--- src/rtl/mem_access_pkg.sv ---
// Shared MEM-stage definitions: instruction-type encodings, FSM states,
// byte-count constants and small decode helpers.
package mem_access_pkg;

  localparam int unsigned INST_TYPE_W = 6;
  localparam int unsigned REG_W       = 32;
  localparam int unsigned MEM_BYTE_W  = 8;

  localparam logic [4:0] NOP_REG_ADDR = 5'd0;

  localparam logic [INST_TYPE_W-1:0] INST_LB  = 6'd16;
  localparam logic [INST_TYPE_W-1:0] INST_LH  = 6'd17;
  localparam logic [INST_TYPE_W-1:0] INST_LW  = 6'd18;
  localparam logic [INST_TYPE_W-1:0] INST_LBU = 6'd19;
  localparam logic [INST_TYPE_W-1:0] INST_LHU = 6'd20;
  localparam logic [INST_TYPE_W-1:0] INST_SB  = 6'd21;
  localparam logic [INST_TYPE_W-1:0] INST_SH  = 6'd22;
  localparam logic [INST_TYPE_W-1:0] INST_SW  = 6'd23;

  localparam logic [2:0] MEM_BYTES_1 = 3'd1;
  localparam logic [2:0] MEM_BYTES_2 = 3'd2;
  localparam logic [2:0] MEM_BYTES_4 = 3'd4;

  typedef enum logic [1:0] {
    MEM_IDLE   = 2'd0,
    MEM_ACCESS = 2'd1,
    MEM_DONE   = 2'd2
  } mem_state_e;

  function automatic logic [2:0] mem_byte_count(input logic [INST_TYPE_W-1:0] t);
    case (t)
      INST_LB, INST_LBU, INST_SB: mem_byte_count = MEM_BYTES_1;
      INST_LH, INST_LHU, INST_SH: mem_byte_count = MEM_BYTES_2;
      INST_LW, INST_SW:           mem_byte_count = MEM_BYTES_4;
      default:                    mem_byte_count = MEM_BYTES_4;
    endcase
  endfunction

  function automatic logic mem_misaligned(input logic [INST_TYPE_W-1:0] t,
                                          input logic [1:0] a);
    case (t)
      INST_LH, INST_LHU, INST_SH: mem_misaligned = a[0];
      INST_LW, INST_SW:           mem_misaligned = (a != 2'b00);
      default:                    mem_misaligned = 1'b0;
    endcase
  endfunction

endpackage

--- src/rtl/mem_access_load_ext.sv ---
// Load-value extension: takes the little-endian assembled bytes and applies
// sign or zero extension according to the load type.
module mem_load_ext
  import mem_access_pkg::*;
(
  input  logic [INST_TYPE_W-1:0] inst_type_in,
  input  logic [REG_W-1:0]       raw_in,
  output logic [REG_W-1:0]       val_out
);

  always_comb begin
    case (inst_type_in)
      INST_LB:  val_out = {{24{raw_in[7]}}, raw_in[7:0]};
      INST_LBU: val_out = {24'd0, raw_in[7:0]};
      INST_LH:  val_out = {{16{raw_in[15]}}, raw_in[15:0]};
      INST_LHU: val_out = {16'd0, raw_in[15:0]};
      default:  val_out = raw_in;
    endcase
  end

endmodule

--- src/rtl/mem_access.sv ---
// MEM stage: pass-through for non-memory ops, byte-serial load/store on the
// shared 8-bit RAM port with a pipeline stall request.
// Optional alignment trap enabled by defining MEM_ALIGN_CHECK_EN.
module mem_access
  import mem_access_pkg::*;
#(
  parameter int unsigned ADDR_W = 32
) (
  input  logic                   clk_in,
  input  logic                   rst_in,
  input  logic                   rd_in,
  input  logic [4:0]             rd_addr_in,
  input  logic [REG_W-1:0]       rd_val_in,
  input  logic [INST_TYPE_W-1:0] inst_type_in,
  input  logic                   load_in,
  input  logic                   store_in,
  input  logic [31:0]            mem_addr_in,
  input  logic [31:0]            mem_val_in,
  input  logic                   stall_in,
  input  logic                   ram_grant_in,
  input  logic [MEM_BYTE_W-1:0]  ram_din_in,
  output logic                   ram_req_out,
  output logic                   ram_wr_out,
  output logic [ADDR_W-1:0]      ram_addr_out,
  output logic [MEM_BYTE_W-1:0]  ram_dout_out,
  output logic                   rd_out,
  output logic [4:0]             rd_addr_out,
  output logic [REG_W-1:0]       rd_val_out,
  output logic                   stallreq_from_mem
`ifdef MEM_ALIGN_CHECK_EN
  ,
  output logic                   misalign_out
`endif
);

  mem_state_e       state_q, state_d;
  logic [2:0]       issue_cnt_q, issue_cnt_d;
  logic [2:0]       cap_cnt_q, cap_cnt_d;
  logic             rd_pend_q, rd_pend_d;
  logic [REG_W-1:0] asm_q, asm_d;

  logic [2:0]       n_bytes;
  logic             is_mem, is_load, is_store;
  logic [31:0]      byte_addr;
  logic [7:0]       st_byte;
  logic [REG_W-1:0] ld_ext;

  mem_load_ext u_load_ext (
    .inst_type_in (inst_type_in),
    .raw_in       (asm_q),
    .val_out      (ld_ext)
  );

  always_comb begin
    n_bytes   = mem_byte_count(inst_type_in);
    is_mem    = load_in | store_in;
    is_load   = load_in;
    is_store  = store_in & ~load_in;
    byte_addr = mem_addr_in + {29'd0, issue_cnt_q};
    case (issue_cnt_q[1:0])
      2'd0:    st_byte = mem_val_in[7:0];
      2'd1:    st_byte = mem_val_in[15:8];
      2'd2:    st_byte = mem_val_in[23:16];
      default: st_byte = mem_val_in[31:24];
    endcase
  end

  always_comb begin
    state_d           = state_q;
    issue_cnt_d       = issue_cnt_q;
    cap_cnt_d         = cap_cnt_q;
    rd_pend_d         = 1'b0;
    asm_d             = asm_q;
    ram_req_out       = 1'b0;
    ram_wr_out        = 1'b0;
    ram_addr_out      = '0;
    ram_dout_out      = '0;
    rd_out            = 1'b0;
    rd_addr_out       = NOP_REG_ADDR;
    rd_val_out        = '0;
    stallreq_from_mem = 1'b0;
`ifdef MEM_ALIGN_CHECK_EN
    misalign_out      = 1'b0;
`endif

    case (state_q)
      MEM_IDLE: begin
        if (!is_mem) begin
          rd_out      = rd_in;
          rd_addr_out = rd_addr_in;
          rd_val_out  = rd_val_in;
        end
`ifdef MEM_ALIGN_CHECK_EN
        else if (mem_misaligned(inst_type_in, mem_addr_in[1:0])) begin
          misalign_out = 1'b1;
        end
`endif
        else begin
          stallreq_from_mem = 1'b1;
          ram_req_out       = 1'b1;
          ram_wr_out        = is_store;
          state_d           = MEM_ACCESS;
          if (ram_grant_in) begin
            ram_addr_out = ADDR_W'(byte_addr);
            ram_dout_out = is_store ? st_byte : '0;
            issue_cnt_d  = issue_cnt_q + 3'd1;
            rd_pend_d    = is_load;
            // A single-byte store completes on its only write cycle.
            if (is_store && n_bytes == MEM_BYTES_1) state_d = MEM_DONE;
          end
        end
      end

      MEM_ACCESS: begin
        stallreq_from_mem = 1'b1;
        // Capture runs off the previous cycle's issue, independent of grant.
        if (rd_pend_q) begin
          asm_d[{cap_cnt_q[1:0], 3'b000} +: 8] = ram_din_in;
          cap_cnt_d = cap_cnt_q + 3'd1;
          if (is_load && cap_cnt_q == n_bytes - 3'd1) state_d = MEM_DONE;
        end
        if (issue_cnt_q < n_bytes) begin
          ram_req_out = 1'b1;
          ram_wr_out  = is_store;
          if (ram_grant_in) begin
            ram_addr_out = ADDR_W'(byte_addr);
            ram_dout_out = is_store ? st_byte : '0;
            issue_cnt_d  = issue_cnt_q + 3'd1;
            rd_pend_d    = is_load;
            if (is_store && issue_cnt_q == n_bytes - 3'd1) state_d = MEM_DONE;
          end
        end
      end

      MEM_DONE: begin
        rd_out      = rd_in;
        rd_addr_out = rd_addr_in;
        rd_val_out  = is_load ? ld_ext : rd_val_in;
        if (!stall_in) begin
          state_d     = MEM_IDLE;
          issue_cnt_d = '0;
          cap_cnt_d   = '0;
          asm_d       = '0;
        end
      end

      default: state_d = MEM_IDLE;
    endcase

    if (rst_in) begin
      ram_req_out       = 1'b0;
      ram_wr_out        = 1'b0;
      ram_addr_out      = '0;
      ram_dout_out      = '0;
      rd_out            = 1'b0;
      rd_addr_out       = NOP_REG_ADDR;
      rd_val_out        = '0;
      stallreq_from_mem = 1'b0;
`ifdef MEM_ALIGN_CHECK_EN
      misalign_out      = 1'b0;
`endif
    end
  end

  always_ff @(posedge clk_in) begin
    if (rst_in) begin
      state_q     <= MEM_IDLE;
      issue_cnt_q <= '0;
      cap_cnt_q   <= '0;
      rd_pend_q   <= 1'b0;
      asm_q       <= '0;
    end else begin
      state_q     <= state_d;
      issue_cnt_q <= issue_cnt_d;
      cap_cnt_q   <= cap_cnt_d;
      rd_pend_q   <= rd_pend_d;
      asm_q       <= asm_d;
    end
  end

endmodule
--- config.mk ---
export PLATFORM = sky130hd
export DESIGN_NAME = mem_access
export DESIGN_NICKNAME = d
export VERILOG_FILES = /design/src/rtl/mem_access_pkg.sv /design/src/rtl/mem_access_load_ext.sv /design/src/rtl/mem_access.sv
export SDC_FILE = /design/constraint.sdc
export NUM_CORES = 1
export LEC_CHECK = 0
export CAP_MARGIN = 20
export CORE_ASPECT_RATIO = 1.5
export CORE_MARGIN = 2
export CORE_UTILIZATION = 41
export DETAILED_ROUTE_END_ITERATION = 10
export GPL_ROUTABILITY_DRIVEN = 0
export PLACE_DENSITY_LB_ADDON = 0.3
export REMOVE_ABC_BUFFERS = 1
export SYNTH_ARGS = -nofsm -noshare
export SYNTH_HDL_FRONTEND = slang
export SYNTH_HIERARCHICAL = 1
export SYNTH_SLANG_ARGS = --single-unit
export TNS_END_PERCENT = 10
--- constraint.sdc ---
create_clock -name clk_in -period 4.6 [get_ports clk_in]
set_input_delay 0.92 -clock clk_in [delete_from_list [all_inputs] [get_ports clk_in]]
set_output_delay 0.92 -clock clk_in [all_outputs]
set_load 0.01 [all_outputs]
==> flow_metrics.env, run 1 <==
export IMPL_cts_htree_levels=2
export IMPL_avgSynthCellArea_sq_um=7.25
export IMPL_max_cap_violations=0
export IMPL_grt_pass1_wl_um=21100
export IMPL_cp_start_kind="primary input"
export IMPL_skew_ns=0.00560
export IMPL_p_comb_frac=0.337
export IMPL_leakagePower_nw=2.97
export IMPL_synth_top_family_by_area="simple AND/OR/NAND/NOR gates"
export IMPL_synth_cell_area_sq_mm=0.00392
export IMPL_cp_required_ns=3.68
export IMPL_final_antenna_net_count=0
export IMPL_fin_nets=876
export IMPL_reg2reg_from="state_q[1]"
export IMPL_end_kind="output port"
export IMPL_numCtsBuffers=5
export IMPL_synth_common_cells="nor2_1, a22oi_1, dfxtp_1"
export IMPL_ir_worst_vdd_uv=144
export IMPL_final_setup_tns_ns=0
export IMPL_cts_sinks=41
export IMPL_routed_top_layer="met5"
export IMPL_synth_top_area_cell="dfxtp_1"
export IMPL_yosysMostFrequentCell="nor2_1"
export IMPL_clock_path_buffers=2
export IMPL_crit_arrival_ns=3.56
export IMPL_vias=4793
export IMPL_hold_path_class="flop to flop"
export IMPL_slowest_delay_ns=0.49
export IMPL_initial_utilization=0.424
export IMPL_crit_type="primary input to output port"
export IMPL_row_count=43
export IMPL_min_from="asm_q[2]"
export IMPL_seq_power_share=0.315
export IMPL_pwr_share_clk=0.348
export IMPL_fp_coreArea_sq_mm=0.00925
export IMPL_finalCriticalPeriod_ns=4.48
export IMPL_route_detailed_drc=0
export IMPL_viasPerCell=5.65
export IMPL_switching_share=0.281
export IMPL_fp_dieW_um=83.9
export IMPL_grt_pass1_vias=4542
export IMPL_drv_slew=0
export IMPL_ys_warn_count=6
export IMPL_synth_simple_area_share=0.305
export IMPL_slowest_stage="clkdlybuf4s50_1"
export IMPL_pre_cts_ws_ns=-0.311
export IMPL_ys_ff_latch=41
export IMPL_max_slew_margin=0.470
export IMPL_clock_latency_ns=0.28
export IMPL_wire_per_inst_um=16.3
export IMPL_wirelength_um=13800
export IMPL_fmaxAchievable_mhz=223
export IMPL_cts_tree="built"
export IMPL_powerDensity_mw_per_mm2=185
export IMPL_grtUsageTotal=0.247
export IMPL_ys_types=59
export IMPL_critPathLaunch="inst_type_in[4]"
export IMPL_hpwlAfterDp_um=10700
export IMPL_pin_count=203
export IMPL_async_flop_share=0
export IMPL_gr_total_overflow=0
export IMPL_antenna_found_initial=2
export IMPL_synth_ff_type="dfxtp_1"
export IMPL_postCtsSetupBuffers=0
export IMPL_dieArea_sq_mm=0.0104
export IMPL_synth_compound_area_frac=0.264
export IMPL_synth_mux_area_frac=0.00766
export IMPL_setup_slack_ns=0.116
export IMPL_drt_pass1_iterations=5
export IMPL_grt_max_degree=46
export IMPL_synth_top_cells_by_area="dfxtp_1, nor2_1, a22oi_1"
export IMPL_status="finished clean"
export IMPL_die_y_um=124
export IMPL_p_int_uw=843
export IMPL_yosysTopAreaCellShare=0.209
export IMPL_cts_root_buffer="clkbuf_16"
export IMPL_drt_iter0_drc=233
export IMPL_synth_cells=541
export IMPL_wl_met1_um=4860
export IMPL_p_sw_uw=329
export IMPL_synth_seq_area_share=0.209
export IMPL_layoutNonFillerInstCount=848
export IMPL_io_buffers=202
export IMPL_drive_gt1_frac=0.0762
export IMPL_setup_viol=0
export IMPL_wl_met3_um=946
export IMPL_dp_cells=837
export IMPL_synthXorXnorAreaFrac=0.0785
export IMPL_r2r_setup_slack_ns=2.16
export IMPL_synth_edff_count=0
export IMPL_wl_met2_um=7600
export IMPL_tightestPinTransition_ns=0.788
export IMPL_synth_adder_area_share=0.0657
export IMPL_finalHoldViolations=0
export IMPL_layout_worst_path_cycle_share=0.975
export IMPL_cp_cell_sequence="clkdlybuf4s50_1 > or3b_4 > a211o_1 > ha_1 > nand2_1 > o21ai_1 > buf_4 > a211oi_4 > nand2_4 > nor2_1 > dlygate4sd2_1"
export IMPL_path_clk_slew_ns=0.06
export IMPL_critPathMaxFanout=8
export IMPL_syn_to_final_growth_pct=61.9
## state kept, by name (all words and copies together) (netlist names)
register and flops:
cap_cnt_q 3, asm_q 32, issue_cnt_q 3, state_q 2, rd_pend_q 1
## worst max-delay path: cells and delay by family
| family | cells | cell delay [ns] |
|---|---|---|
| buffers and inverters | 3 | 0.93 |
| AND/OR/NAND/NOR | 4 | 0.75 |
| AO/OA/AOI/OAI | 3 | 0.69 |
| adder cells (fa/ha/maj) | 1 | 0.28 |
## final timing paths
kind                endpoint  cells past startpoint
max          ram_dout_out[2]                     11
min                 asm_q[2]                      2
max reg2reg        asm_q[16]                      5
min reg2reg         asm_q[2]                      2
## power groups by stage
stage / logic, mW / registers, mW / clock network, mW
after floorplan: 0.159 / 0.378 / 0
after global placement: 0.385 / 0.377 / 0
after detailed placement: 0.393 / 0.377 / 0
after CTS: 0.394 / 0.370 / 0.412
after global routing: 0.432 / 0.371 / 0.424
final: 0.395 / 0.369 / 0.408
## routing by layer
layer	track usage	vias up
met4	0.102	2
li1	-	2342
met5	0	-
met2	0.501	190
met3	0.0424	24
met1	0.245	2235
## final cells by class
cell class | count | area, sq um
diodes | 1 | 2.50
clock buffers | 6 | 139
clock inverters | 2 | 37.5
fillers | 801 | 2910
inverters | 14 | 52.6
multi-input cells | 443 | 2880
flip-flops and latches | 41 | 821
well taps | 112 | 140
repair buffers | 229 | 2270
## logic make-up (layout without fill, tap and decap cells)
kind of cell | count (synthesis) | count (layout)
xor gates and xnor gates | 32 | 32
other | 0 | 1
buffers and inverters | 57 | 251
DFF | 41 | 41
adders and majority gates | 20 | 20
and+or+nand+nor | 245 | 245
muxes | 3 | 3
AOI/OAI and AO/OA | 143 | 143
## placed cells by master (no fill, tap or decap), types with 8 or more instances in the layout
cell type        instances
dlymetal6s2s_1          28
nand4_1                 13
dlygate4sd2_1           11
nand2_1                 37
inv_1                   14
nor3_1                   9
a21oi_1                 35
xnor2_1                 17
xor2_1                  13
dfxtp_1                 41
ha_1                    19
and2_1                  10
nand3_1                 29
buf_4                   24
clkdlybuf4s50_1        160
nor2_1                 104
a222oi_1                 8
a21o_1                  21
a22oi_1                 48
## metrics by stage
step / util / hold slack, ns / total power, mW / area (sq um)
after CTS: 0.673 / 0.456 / 1.18 / 6230
after detailed placement: 0.655 / 0.448 / 0.770 / 6060
after global placement: 0.655 / 0.443 / 0.762 / 6060
final: 0.686 / 0.456 / 1.17 / 6350
after global routing: 0.686 / 0.472 / 1.23 / 6350
after floorplan: - / 0.426 / 0.537 / 3700
## timing repair
action | in CTS | in global routing
hold buffers | 0 | 0
pin swaps | 0 | 1
endpoints found under the setup margin | 39 | 38
resized for setup | 17 | 39
Note: power is estimated with default switching activity, not from simulation.
==> run 2, diff against run 1 <==
- PLACE_DENSITY: unset -> 0.83
- PLACE_DENSITY_LB_ADDON: 0.3 -> unset
==> flow_metrics.env, run 2 (synthesis gave the netlist of run 1 again) <==
export IMPL_skew_ns=0.00499
export IMPL_initial_utilization=0.424
export IMPL_max_slew_margin=0.460
export IMPL_final_common_cell="clkdlybuf4s50_1"
export IMPL_grtUsageTotal=0.258
export IMPL_slowest_stage="clkdlybuf4s50_1"
export IMPL_final_antenna_net_count=0
export IMPL_grt_pass1_vias=4836
export IMPL_antenna_found_initial=0
export IMPL_regMostFlops="asm_q"
export IMPL_crit_arrival_ns=3.63
export IMPL_crit_end="ram_addr_out[0]"
export IMPL_hold_depth=2
export IMPL_cp_start_kind="primary input"
export IMPL_grt_busiest_layer="met2"
export IMPL_hpwlAfterDp_um=11000
export IMPL_ir_worst_vdd_uv=195
export IMPL_path_clk_slew_ns=0.06
export IMPL_final_setup_tns_ns=0
export IMPL_design_area_sq_mm=0.00637
export IMPL_top_regs="asm_q x32, cap_cnt_q x3, issue_cnt_q x3"
export IMPL_status="finished clean"
export IMPL_cts_tree="built"
export IMPL_critPathMaxFanout=5
export IMPL_layout_worst_path_cycle_share=0.989
export IMPL_cp_required_ns=3.68
export IMPL_setup_viol=0
export IMPL_io_buffers=202
export IMPL_dieArea_sq_mm=0.0104
export IMPL_drive_gt1_frac=0.0983
export IMPL_layoutNonFillerInstCount=855
export IMPL_wire_per_inst_um=16.4
export IMPL_clock_path_buffers=2
export IMPL_powerDensity_mw_per_mm2=186
export IMPL_slowest_delay_ns=0.53
export IMPL_vias=4913
export IMPL_leakagePower_nw=2.99
export IMPL_cts_root_buffer="clkbuf_16"
export IMPL_grt_max_degree=46
export IMPL_max_cap_violations=0
export IMPL_reg2reg_from="state_q[1]"
export IMPL_timing_rr_end="asm_q[16]"
export IMPL_final_cell_mix="clkdlybuf4s50_1, nor2_1, a22oi_1"
export IMPL_hold_path_class="flop to flop"
export IMPL_rsz0062_at_grt="true"
export IMPL_end_kind="output port"
export IMPL_drt_pass1_iterations=7
export IMPL_crit_type="primary input to output port"
export IMPL_postPlaceCellArea_sq_mm=0.00611
export IMPL_cp_cell_sequence="clkdlybuf4s50_1 > or3b_4 > a211oi_2 > ha_1 > a21oi_1 > o21ai_1 > buf_4 > a21oi_4 > and2_1 > clkdlybuf4s50_1"
export IMPL_postCtsHoldBufs=0
export IMPL_use_met1=0.270
export IMPL_crit_top_cell="clkdlybuf4s50_1"
export IMPL_gr_total_overflow=0
export IMPL_tightestPinTransition_ns=0.810
export IMPL_use_met2=0.499
export IMPL_num_antenna_cells=0
export IMPL_clock_latency_ns=0.28
export IMPL_dp_cells=843
export IMPL_viasPerCell=5.75
export IMPL_drv_slew=0
export IMPL_use_met3=0.0510
export IMPL_die_y_um=124
export IMPL_ff2ff_path_depth=5
export IMPL_pin_count=203
export IMPL_grt_pass1_wl_um=22400
export IMPL_r2r_setup_slack_ns=2.25
export IMPL_numCtsBuffers=5
export IMPL_drt_iter0_drc=225
export IMPL_finalCriticalPeriod_ns=4.55
export IMPL_wirelength_um=14100
export IMPL_fp_dieW_um=83.9
export IMPL_critPathLaunch="inst_type_in[4]"
export IMPL_largest_register_ff_count=32
export IMPL_row_count=43
export IMPL_cts_htree_levels=2
export IMPL_fp_coreArea_sq_mm=0.00925
export IMPL_cts_sinks=41
export IMPL_fmaxAchievable_mhz=220
export IMPL_fin_nets=884
export IMPL_route_detailed_drc=0
export IMPL_finalHoldViolations=0
export IMPL_syn_to_final_growth_pct=62.5
run 2: changes by cell type in the layout (fill, tap and decap cells not counted), moves of 2 or more:
cell	change
clkdlybuf4s15_1	-2
buf_4	+9
clkbuf_2	+8
dlygate4sd2_1	-7
run 2: layout make-up:
type                       count  area, sq um
clock buffer                   6          139
fill                         738         2880
timing repair buffer         237         2310
tap                          112          140
multi-input combinational    443         2880
sequential                    41          821
inverter                      14         52.6
clock inverter                 2         37.5
run 2: timing repair:
| action | CTS | global route |
|---|---|---|
| setup endpoints to repair | 42 | 39 |
| gates cloned | 0 | 0 |
| pin swaps | 3 | 2 |
| buffers inserted | 1 | 2 |
| resized for setup | 19 | 50 |
run 2: worst min path at each step:
stage,slack (ns),from,end
global placement,0.44,asm_q[3],asm_q[3]
CTS,0.46,asm_q[0],asm_q[0]
finish,0.46,asm_q[0],asm_q[0]
detailed placement,0.45,asm_q[0],asm_q[0]
global route,0.49,asm_q[1],asm_q[1]
floorplan,0.43,asm_q[10],asm_q[10]
run 2: power breakdown:
part	total, mW	switching (mW)	internal, mW
Combinational	0.394	0.181	0.213
Sequential	0.377	0.0153	0.361
Clock	0.412	0.141	0.271
Total	1.18	0.338	0.845
run 2: metal layers:
metal | wire, um | up-vias
met3 | 1060 | 43
met1 | 5080 | 2257
met4 | 529 | 0
li1 | - | 2357
met2 | 7390 | 256
met5 | 0 | -
run 2: metrics by stage:
step	setup slack, ns	util	hold slack, ns	power (mW)
final	0.0504	0.689	0.455	1.18
after global routing	-0.0769	0.689	0.487	1.23
after CTS	-0.0889	0.680	0.456	1.18
after detailed placement	-0.368	0.660	0.447	0.772
after global placement	-0.250	0.660	0.443	0.763
after floorplan	0.379	-	0.426	0.537
run 2: critical path, delay by kind of cell:
| kind | cells | cell delay (ns) |
|---|---|---|
| AO/OA/AOI/OAI | 4 | 0.69 |
| adder cells (fa/ha/maj) | 1 | 0.29 |
| AND/OR/NAND/NOR | 2 | 0.55 |
| buffers and inverters | 3 | 1.18 |
